===== src/rtl/pc_pkg.sv =====
// pc_pkg: shared types and constants for the program-counter unit.
// Holds the next-PC source select enum and the fixed increment / jump-index widths.
// Imported by pc_unit; pc_ras is type-agnostic and needs nothing from here.
package pc_pkg;

  typedef enum logic [2:0] {
    SEL_SEQ,
    SEL_BR,
    SEL_J,
    SEL_JR,
    SEL_RET,
    SEL_EXC,
    SEL_HOLD
  } next_sel_e;

  localparam int PC_INC = 4;
  localparam int JIDX_W = 26;

endpackage


===== src/rtl/pc_ras.sv =====
// pc_ras: circular return-address stack; a push when full overwrites the oldest entry.
// Latency: push/pop take effect on the next clk edge; top/empty/full are combinational from state.
// Backpressure: none; pop on empty is ignored, pop+push in one cycle replaces the top entry.
// Ports: clk, reset (async active-low), push, pop, push_dat[W], top[W], empty, full.
module pc_ras #(
  parameter int W     = 32,
  parameter int DEPTH = 4
) (
  input  logic         clk,
  input  logic         reset,
  input  logic         push,
  input  logic         pop,
  input  logic [W-1:0] push_dat,
  output logic [W-1:0] top,
  output logic         empty,
  output logic         full
);

  localparam int PW = $clog2(DEPTH);
  localparam int CW = $clog2(DEPTH + 1);

  logic [W-1:0]  mem_q [DEPTH];
  logic [W-1:0]  mem_d [DEPTH];
  logic [PW-1:0] ptr_q, ptr_d;   // next free slot; wraps naturally since DEPTH is a power of two
  logic [CW-1:0] cnt_q, cnt_d;
  logic [PW-1:0] top_idx;
  logic          pop_ok;

  assign top_idx = ptr_q - PW'(1);
  assign top     = mem_q[top_idx];
  assign empty   = (cnt_q == '0);
  assign full    = (cnt_q == CW'(DEPTH));
  assign pop_ok  = pop && !empty;

  always_comb begin
    mem_d = mem_q;
    ptr_d = ptr_q;
    cnt_d = cnt_q;
    if (pop_ok && push) begin
      // pop then push lands in the same slot; pointer and count stay put
      mem_d[top_idx] = push_dat;
    end else if (push) begin
      // when full, ptr_q already points at the oldest entry, so this overwrites it
      mem_d[ptr_q] = push_dat;
      ptr_d        = ptr_q + PW'(1);
      if (!full) cnt_d = cnt_q + CW'(1);
    end else if (pop_ok) begin
      ptr_d = top_idx;
      cnt_d = cnt_q - CW'(1);
    end
  end

  always_ff @(posedge clk or negedge reset) begin
    if (!reset) begin
      for (int i = 0; i < DEPTH; i++) mem_q[i] <= '0;
      ptr_q <= '0;
      cnt_q <= '0;
    end else begin
      mem_q <= mem_d;
      ptr_q <= ptr_d;
      cnt_q <= cnt_d;
    end
  end

endmodule


===== src/rtl/pc_unit.sv =====
// pc_unit: program counter with exception, stall, branch, jump, jr and return selection.
// Latency: addr/epc register on the rising clk edge (1 cycle); pc_plus4 is combinational from addr.
// Backpressure: stall holds addr, epc and the return stack; exc overrides stall.
// Ports: clk, reset (async active-low), instruction[31:0], stall, branch, zero, jump, link,
//   jump_reg, ret, rs_data[ADDR_W], exc -> addr[ADDR_W], pc_plus4[ADDR_W], epc[ADDR_W].
// Option: define PC_RAS_EN to add a RAS_DEPTH-entry return-address stack (link pushes, ret pops).
module pc_unit
  import pc_pkg::*;
#(
  parameter int          ADDR_W     = 32,
  parameter logic [31:0] RESET_ADDR = 32'h0000_0000,
  parameter logic [31:0] EXC_VECTOR = 32'h0000_0080,
  parameter int          RAS_DEPTH  = 4
) (
  input  logic              clk,
  input  logic              reset,
  input  logic [31:0]       instruction,
  input  logic              stall,
  input  logic              branch,
  input  logic              zero,
  input  logic              jump,
  input  logic              link,
  input  logic              jump_reg,
  input  logic              ret,
  input  logic [ADDR_W-1:0] rs_data,
  input  logic              exc,
  output logic [ADDR_W-1:0] addr,
  output logic [ADDR_W-1:0] pc_plus4,
  output logic [ADDR_W-1:0] epc
);

  logic [ADDR_W-1:0] addr_q, addr_d;
  logic [ADDR_W-1:0] epc_q, epc_d;
  next_sel_e         sel;

  logic [31:0]       pc4_ext;
  logic [31:0]       j_full;
  logic [31:0]       br_off_full;
  logic [ADDR_W-1:0] br_target;
  logic [ADDR_W-1:0] j_target;
  logic [ADDR_W-1:0] jr_target;
  logic [ADDR_W-1:0] ret_target;
  logic              unused_bits;

  assign pc_plus4 = addr_q + ADDR_W'(PC_INC);
  assign addr     = addr_q;
  assign epc      = epc_q;

  // Targets are formed at 32 bits and truncated, so ADDR_W == 28 drops the region field cleanly.
  assign pc4_ext     = 32'(pc_plus4);
  assign j_full      = {pc4_ext[31:28], instruction[JIDX_W-1:0], 2'b00};
  assign j_target    = j_full[ADDR_W-1:0];
  assign br_off_full = {{14{instruction[15]}}, instruction[15:0], 2'b00};
  assign br_target   = pc_plus4 + br_off_full[ADDR_W-1:0];
  assign jr_target   = {rs_data[ADDR_W-1:2], 2'b00};
  assign unused_bits = ^{instruction[31:JIDX_W], rs_data[1:0]};

`ifdef PC_RAS_EN
  logic              ras_push;
  logic              ras_pop;
  logic [ADDR_W-1:0] ras_top;
  logic              ras_empty;
  logic              ras_full;
  logic              unused_ras;

  // Stack changes are suppressed while stalled or excepting so a retried instruction does not double-push.
  assign ras_push   = link && !stall && !exc;
  assign ras_pop    = ret && !stall && !exc;
  assign ret_target = ras_empty ? jr_target : ras_top;
  assign unused_ras = ras_full;

  pc_ras #(
    .W     (ADDR_W),
    .DEPTH (RAS_DEPTH)
  ) u_ras (
    .clk      (clk),
    .reset    (reset),
    .push     (ras_push),
    .pop      (ras_pop),
    .push_dat (pc_plus4),
    .top      (ras_top),
    .empty    (ras_empty),
    .full     (ras_full)
  );
`else
  assign ret_target = jr_target;
`endif

  // Priority chain: jump is tested before branch, so branch/zero never matter when jump is set.
  always_comb begin
    sel    = SEL_SEQ;
    addr_d = pc_plus4;
    epc_d  = epc_q;
    if (exc)                 sel = SEL_EXC;
    else if (stall)          sel = SEL_HOLD;
    else if (ret)            sel = SEL_RET;
    else if (jump_reg)       sel = SEL_JR;
    else if (jump || link)   sel = SEL_J;
    else if (branch && zero) sel = SEL_BR;
    else                     sel = SEL_SEQ;

    case (sel)
      SEL_EXC: begin
        addr_d = EXC_VECTOR[ADDR_W-1:0];
        epc_d  = addr_q;
      end
      SEL_HOLD: addr_d = addr_q;
      SEL_RET:  addr_d = ret_target;
      SEL_JR:   addr_d = jr_target;
      SEL_J:    addr_d = j_target;
      SEL_BR:   addr_d = br_target;
      default:  addr_d = pc_plus4;
    endcase
  end

  always_ff @(posedge clk or negedge reset) begin
    if (!reset) begin
      addr_q <= RESET_ADDR[ADDR_W-1:0];
      epc_q  <= '0;
    end else begin
      addr_q <= addr_d;
      epc_q  <= epc_d;
    end
  end

endmodule


===== config.mk =====
export PLATFORM = sky130hd
export DESIGN_NAME = pc_unit
export DESIGN_NICKNAME = d
export VERILOG_FILES = /design/src/rtl/pc_pkg.sv /design/src/rtl/pc_ras.sv /design/src/rtl/pc_unit.sv
export SDC_FILE = /design/constraint.sdc
export NUM_CORES = 1
export LEC_CHECK = 0
export BUFFER_PORTS_ARGS = -buffer_cell sky130_fd_sc_hd__buf_2
export CORE_UTILIZATION = 40
export CTS_BUF_LIST = sky130_fd_sc_hd__clkbuf_2 sky130_fd_sc_hd__clkbuf_4 sky130_fd_sc_hd__clkbuf_8
export DETAILED_ROUTE_END_ITERATION = 16
export HOLD_SLACK_MARGIN = 0.08
export PLACE_DENSITY = 0.7
export SETUP_SLACK_MARGIN = 0.5
export SLEW_MARGIN = 30
export SYNTH_ARGS = -nofsm -noshare
export SYNTH_HDL_FRONTEND = slang
export SYNTH_HIERARCHICAL = 1
export SYNTH_SLANG_ARGS = --single-unit

===== constraint.sdc =====
create_clock -name clk -period 5.95 [get_ports clk]
set_input_delay 1.19 -clock clk [delete_from_list [all_inputs] [get_ports clk]]
set_output_delay 1.19 -clock clk [all_outputs]
set_load 0.1 [all_outputs]

[Word-level counts from Yosys, hierarchy flattened]
Cells that the tools add are included.
Word-level totals
  flip-flop bits (word level): 64
  input port bits: 74
  output and inout port bits: 96
  logic and storage cells: 20
Operators by class
  add/subtract/negate cells: 2
  equal/unequal tests: 6
  mux-type cells: 7
  reductions and logical operators: 3
Operators with widths (count)
  one-hot mux 32 bit (5 select lines): 1
  adder 32 x 3 -> 32 bit (second input constant): 1
  adder 32 bit: 1
  equality test 3 bit (second input constant): 3
  two-way mux 3 bit: 3
  equality test 3 x 2 -> 1 bit (second input constant): 2
  two-way mux 2 bit: 2
  equality test 3 x 1 -> 1 bit (second input constant): 1
  OR reduction 2 bit: 1
  logical AND 1 bit: 1
  logical OR 1 bit: 1
  two-way mux 1 bit: 1

[Logic depth before layout (Yosys ltp)]
  depth in word-level cells: 10
  gate-level depth with buffers: 18
  gate-level depth less buffers: 17

[Worst setup path before layout]
OpenSTA, ideal clock, no wires.
  path kind: reg-to-reg
  from: reg addr_q[2], in the netlist addr[2]
  to: reg addr_q[31], in the netlist addr[31]
  library setup time: 0.127 ns
  arrival: 6.094 ns
  required time: 5.823 ns
  slack: -0.271 ns
  stages on the path, launching flop included: 18
  buffers on the path: 1
  period minus slack after synthesis: 6.221 ns
  cell sequence: dfrtp_1 -> ha_1 -> nand3_1 -> nor3_1 -> and3_1 -> and3_1 -> nand3_1 -> xnor2_1 -> ha_1 -> clkbuf_1 -> a21o_1 -> a21o_1 -> a21oi_1 -> o21a_1 -> o31ai_1 -> a21oi_1 -> o21bai_1 -> a311o_2
On the way
  word-level cells in the longest chain between the ends: 3
RTL lines
  from (decl): line pc_unit.sv:32  | logic [ADDR_W-1:0] addr_q, addr_d;
  from (signal assigned): line pc_unit.sv:118  | addr_q <= RESET_ADDR[ADDR_W-1:0];
  from (signal assigned): line pc_unit.sv:121  | addr_q <= addr_d;
  adder 32 x 3 -> 32 bit: line pc_unit.sv:45  | assign pc_plus4 = addr_q + ADDR_W'(PC_INC);
  via pc_plus4[18]: line pc_unit.sv:28  | output logic [ADDR_W-1:0] pc_plus4,
  adder 32 bit: line pc_unit.sv:54  | assign br_target = pc_plus4 + br_off_full[ADDR_W-1:0];
  one-hot mux 32 bit (5 select lines): line pc_unit.sv:102  | case (sel)
The timed path passes the listed nets, and every way through them passes these cells.
A chain may end at the register's enable or synchronous reset.

[Final worst setup path]
  from: reg addr_q[4], in the netlist addr[4]
  to: reg addr_q[31], in the netlist addr[31]
On the way
  word-level cells in the longest chain between the ends: 3
RTL lines (line)
  adder 32 x 3 -> 32 bit *: pc_unit.sv:45
  adder 32 bit: pc_unit.sv:54
  one-hot mux 32 bit (5 select lines) *: pc_unit.sv:102
Every way passes the cells marked *; elsewhere a longest branch is shown, timed or not.

==> results.txt <==
Ranked by total cell area, the synthesized netlist is headed by dfrtp_1 (29%), ha_1 (8.8%), mux2_2 (6.6%). The power density of the placed cells came out at between 300 and 400 nW/µm². In this run the critical register-to-register path is launched from addr[4]. For this run, the number of Yosys warnings is 6. The final wirelength is between 15000 and 20000 µm. The area used by multi-input combinational logic is approximately 3500 µm². At the worst endpoint, the required time is just over 6 ns. The number of maximum-capacitance violations came out at 0. The longest clock path from root to sink contains 2 buffers. The per-cell routed wire length came out at roughly 18 µm. The critical path is of the flip-flop to flip-flop type.

After the first detailed-routing iteration, the DRC count stood at around 360. The worst-case IR drop observed on VDD is approximately 0.22 mV. The register bit count reported by yosys came out at 60. The number of port buffers is approximately 160. The number of fillers in the final layout is between 1000 and 1500. In this design, the largest share of critical-path delay is due to simple AND/OR/NAND/NOR gates.

The top achievable clock speed is 220 MHz. Of all cell types, the one taking the most synthesized area is dfrtp_1. Clock latency on the worst-skew pair, taken at its later pin, is around 0.38 ns. The async set-reset flop share out of synthesis is between 90% and 100%. The worst setup path is captured at a flip-flop. The total global-route track usage came out at about a quarter. The synthesized-area fraction occupied by ao, oa, aoi and oai cells is 25.3%.

The setup total negative slack is 0 ns. The transition time at the pin with the least slew margin is 0.905 ns. The floorplan step set the die width to between 100 and 150 µm. The startpoint of the lowest-slack hold path is epc[27]. The worst path in the final design needs a cycle of around 4.5 ns, including I/O delays and setup.

The routed via count divided by cell count is roughly 5.8. The synthesized netlist contains 59 unique library cells. Measured against its own limit, the worst slew margin works out to between 30% and 40%. The first TritonRoute pass finished after 7 iterations. The hold violation count in the final report is 0. The H-tree generated during clock tree synthesis spans 3 levels. The peak fanout along the critical path came out at 11. The static leakage came out at about 0.0032 µW.

The net total in the final layout came out at approximately 840. The average footprint of a synthesized cell came out at 8.72 µm². The number of antenna violations at the first check in global routing is 0.

The antenna diode count is 0. The flow ran to the end, and the final reports show no timing, DRC or antenna violations. The total standard cell area after synthesis came out at a little over 5000 µm². Global routing finished with a remaining overflow of 0. The peak per-stage delay on the critical path came out at about 0.56 ns. The clock net in this run drives a total of 60 sinks. The max-slew violation count is 0. Together, buffers and inverters on the worst path number 0. The total placed instance area came out at a little over 6000 µm². The post-synthesis xor/xnor area fraction came out at under 10%. The post-cts resize count is 0. Setup repair after global routing left no endpoint under its margin. The final setup violation count is 0. Once detail routing completed, the nets flagged for antenna violations numbered 0.

In this run the vertical extent of the chip is 115 µm. The floorplan has 40 rows. The area used by sequential logic in the layout came out at between 1500 and 2000 µm². The final clock skew came out at 0.0111 ns. The min-delay analysis places its worst path in the category flip-flop to flip-flop.

The post-synthesis adder-cell area fraction is under 10%. The boundary pin count is 170. The weighted congestion reported at the end of routability-driven placement is 0.891. The most critical setup path has its startpoint at addr[4]. The post-route netlist has approximately a third of its cells at a drive strength greater than 1. Counting flops with a built-in enable in the synthesized netlist gives 0.

The wire-length estimate of the detail-placed layout is 12000 µm. After floorplanning, the core was sized to cover 12300 µm². The synthesized design devotes to its leading area cell type around 29% of total area. The die covers ~13000 µm².

The detailed router placed between 5000 and 6000 vias in this run. The area of all placed cells without fillers came out at ~6300 µm². The fraction of the mapped netlist area in simple logic gates came out at 15.8%.

TritonCTS built the clock tree. The clock buffer count from CTS came out at 9. The worst setup path is launched from a flip-flop.

The initial standard-cell utilization of the core came out at approximately two fifths. The global-route wire length before repair is about 26000 µm. Once the clock tree was built, the setup fixing pass inserted 0 buffers.

Among all stages on the critical path, the largest delay is contributed by dfrtp_1. The post-detailed-route DRC marker count is 0. The via count of the first global-routing pass came to slightly above 5000. The dominant cell by count in the synthesized netlist is dfrtp_1.

The largest net degree at the start of global routing is 61. Traced cell by cell, the critical path runs through nand3_1 -> nor3_1 -> nand2_1 -> nor3_1 -> nand3_1 -> xnor2_2 -> ha_1 -> nand4_1 -> o31ai_1 -> a21oi_1 -> o21bai_1 -> a21oi_1 -> a311o_2. The post-CTS clock slew at the launch and capture registers of the worst setup and hold paths came out at approximately 0.080 ns. The main combinational cell family by area after synthesis is compound AO/OA/AOI/OAI gates. The data arrival time of the critical path is just under 5 ns. After synthesis, the share of cell area in mux cells is under 10%. By count the netlist is led by dfrtp_1 (60), a21oi_1 (45), nor2_1 (45), nand2_1 (43), o21ai_0 (40). Synthesis produced a netlist whose cell count is approximately 600. The final critical path takes up between 70 and 80% of the cycle. The sequential fraction of the synthesis area came out at approximately 30%. For this run, the leading register cell type out of synthesis is dfrtp_1.

The layout overhead on the synthesized area came out at 23.5%. In this run, post-CTS hold repair placed 0 buffers. The cell sitting at the root of the clock tree is a clkbuf_8.
## layout make-up
cell class / count / area share, %
multi-input cells: 479 / 55.9
repair buffers: 163 / 13.2
clock buffers: 14 / 2.94
well taps: 168 / 3.32
inverters: 14 / 0.830
clock inverters: 1 / 0.0790
flip-flops and latches: 60 / 23.7
## routing by layer
layer | GRT usage, % | share of wire [%]
met5 | 0 | 0
met4 | 9.70 | 1.9
met3 | 5.06 | 7.1
met2 | 42.7 | 48
met1 | 31.8 | 43
## worst reg2reg max path: stages (launching register included)
cell      delay, ns
dfrtp_1        0.56
nand3_1        0.39
nor3_1         0.46
nand2_1        0.24
nor3_1         0.25
nand3_1        0.16
xnor2_2        0.18
ha_1           0.47
nand4_1        0.17
o31ai_1        0.54
a21oi_1        0.23
o21bai_1       0.34
a21oi_1        0.12
a311o_2        0.31
## layout by cell type (no fill, tap or decap), types with 14 or more instances in the layout
cell type / Yosys / layout
nor2_1: 45 / 43
ha_1: 36 / 36
nand3_1: 25 / 25
xnor2_1: 30 / 19
mux2_2: 30 / 30
buf_2: 2 / 155
o21ai_0: 40 / 40
dfrtp_1: 60 / 60
a221oi_1: 17 / 17
a21o_1: 21 / 21
a21oi_1: 45 / 45
inv_1: 14 / 14
nand2_1: 43 / 43
xor2_1: 20 / 18
## per-stage QoR
step / util (%) / instances / hold slack, ns / setup WS, ns / power (µW)
floorplan: - / 593 / 0.894 / 0.514 / 1410
global placement: 50.1 / 884 / 0.484 / 1.63 / 1590
detailed placement: 50.1 / 884 / 0.492 / 1.50 / 1610
CTS: 51.6 / 899 / 0.507 / 1.47 / 1990
global route: 51.7 / 899 / 0.521 / 1.15 / 2070
finish: 51.7 / 899 / 0.504 / 1.41 / 1980
## final timing paths
check	to	slack, ns	cells past startpoint
setup / recovery	addr[31]	1.41	13
hold / removal	epc[27]	0.50	1
setup reg to reg	addr[31]	1.41	13
hold reg to reg	epc[27]	0.50	1
max in group asynchronous	addr[14]	4.41	2
min in group asynchronous	epc[19]	0.98	2
## sequential cells by signal (all words and copies together) (netlist names)
name,count
addr,30
epc,30
## power by group
group	switching, µW	total, µW	internal (µW)
Sequential	60.6	518	458
Combinational	843	1090	248
Clock	177	375	198
Total	1080	1980	904
## logic make-up (layout without fill, tap and decap cells)
group | count (synthesis) | in the layout
buffers and inverters | 54 | 192
AO/OA/AOI/OAI | 190 | 190
adder cells (fa/ha/maj) | 37 | 37
XOR/XNOR | 51 | 51
multiplexers | 32 | 32
flip-flops | 60 | 60
other | 1 | 6
AND/OR/NAND/NOR | 163 | 163
Note: power is estimated with default switching activity, not from simulation.
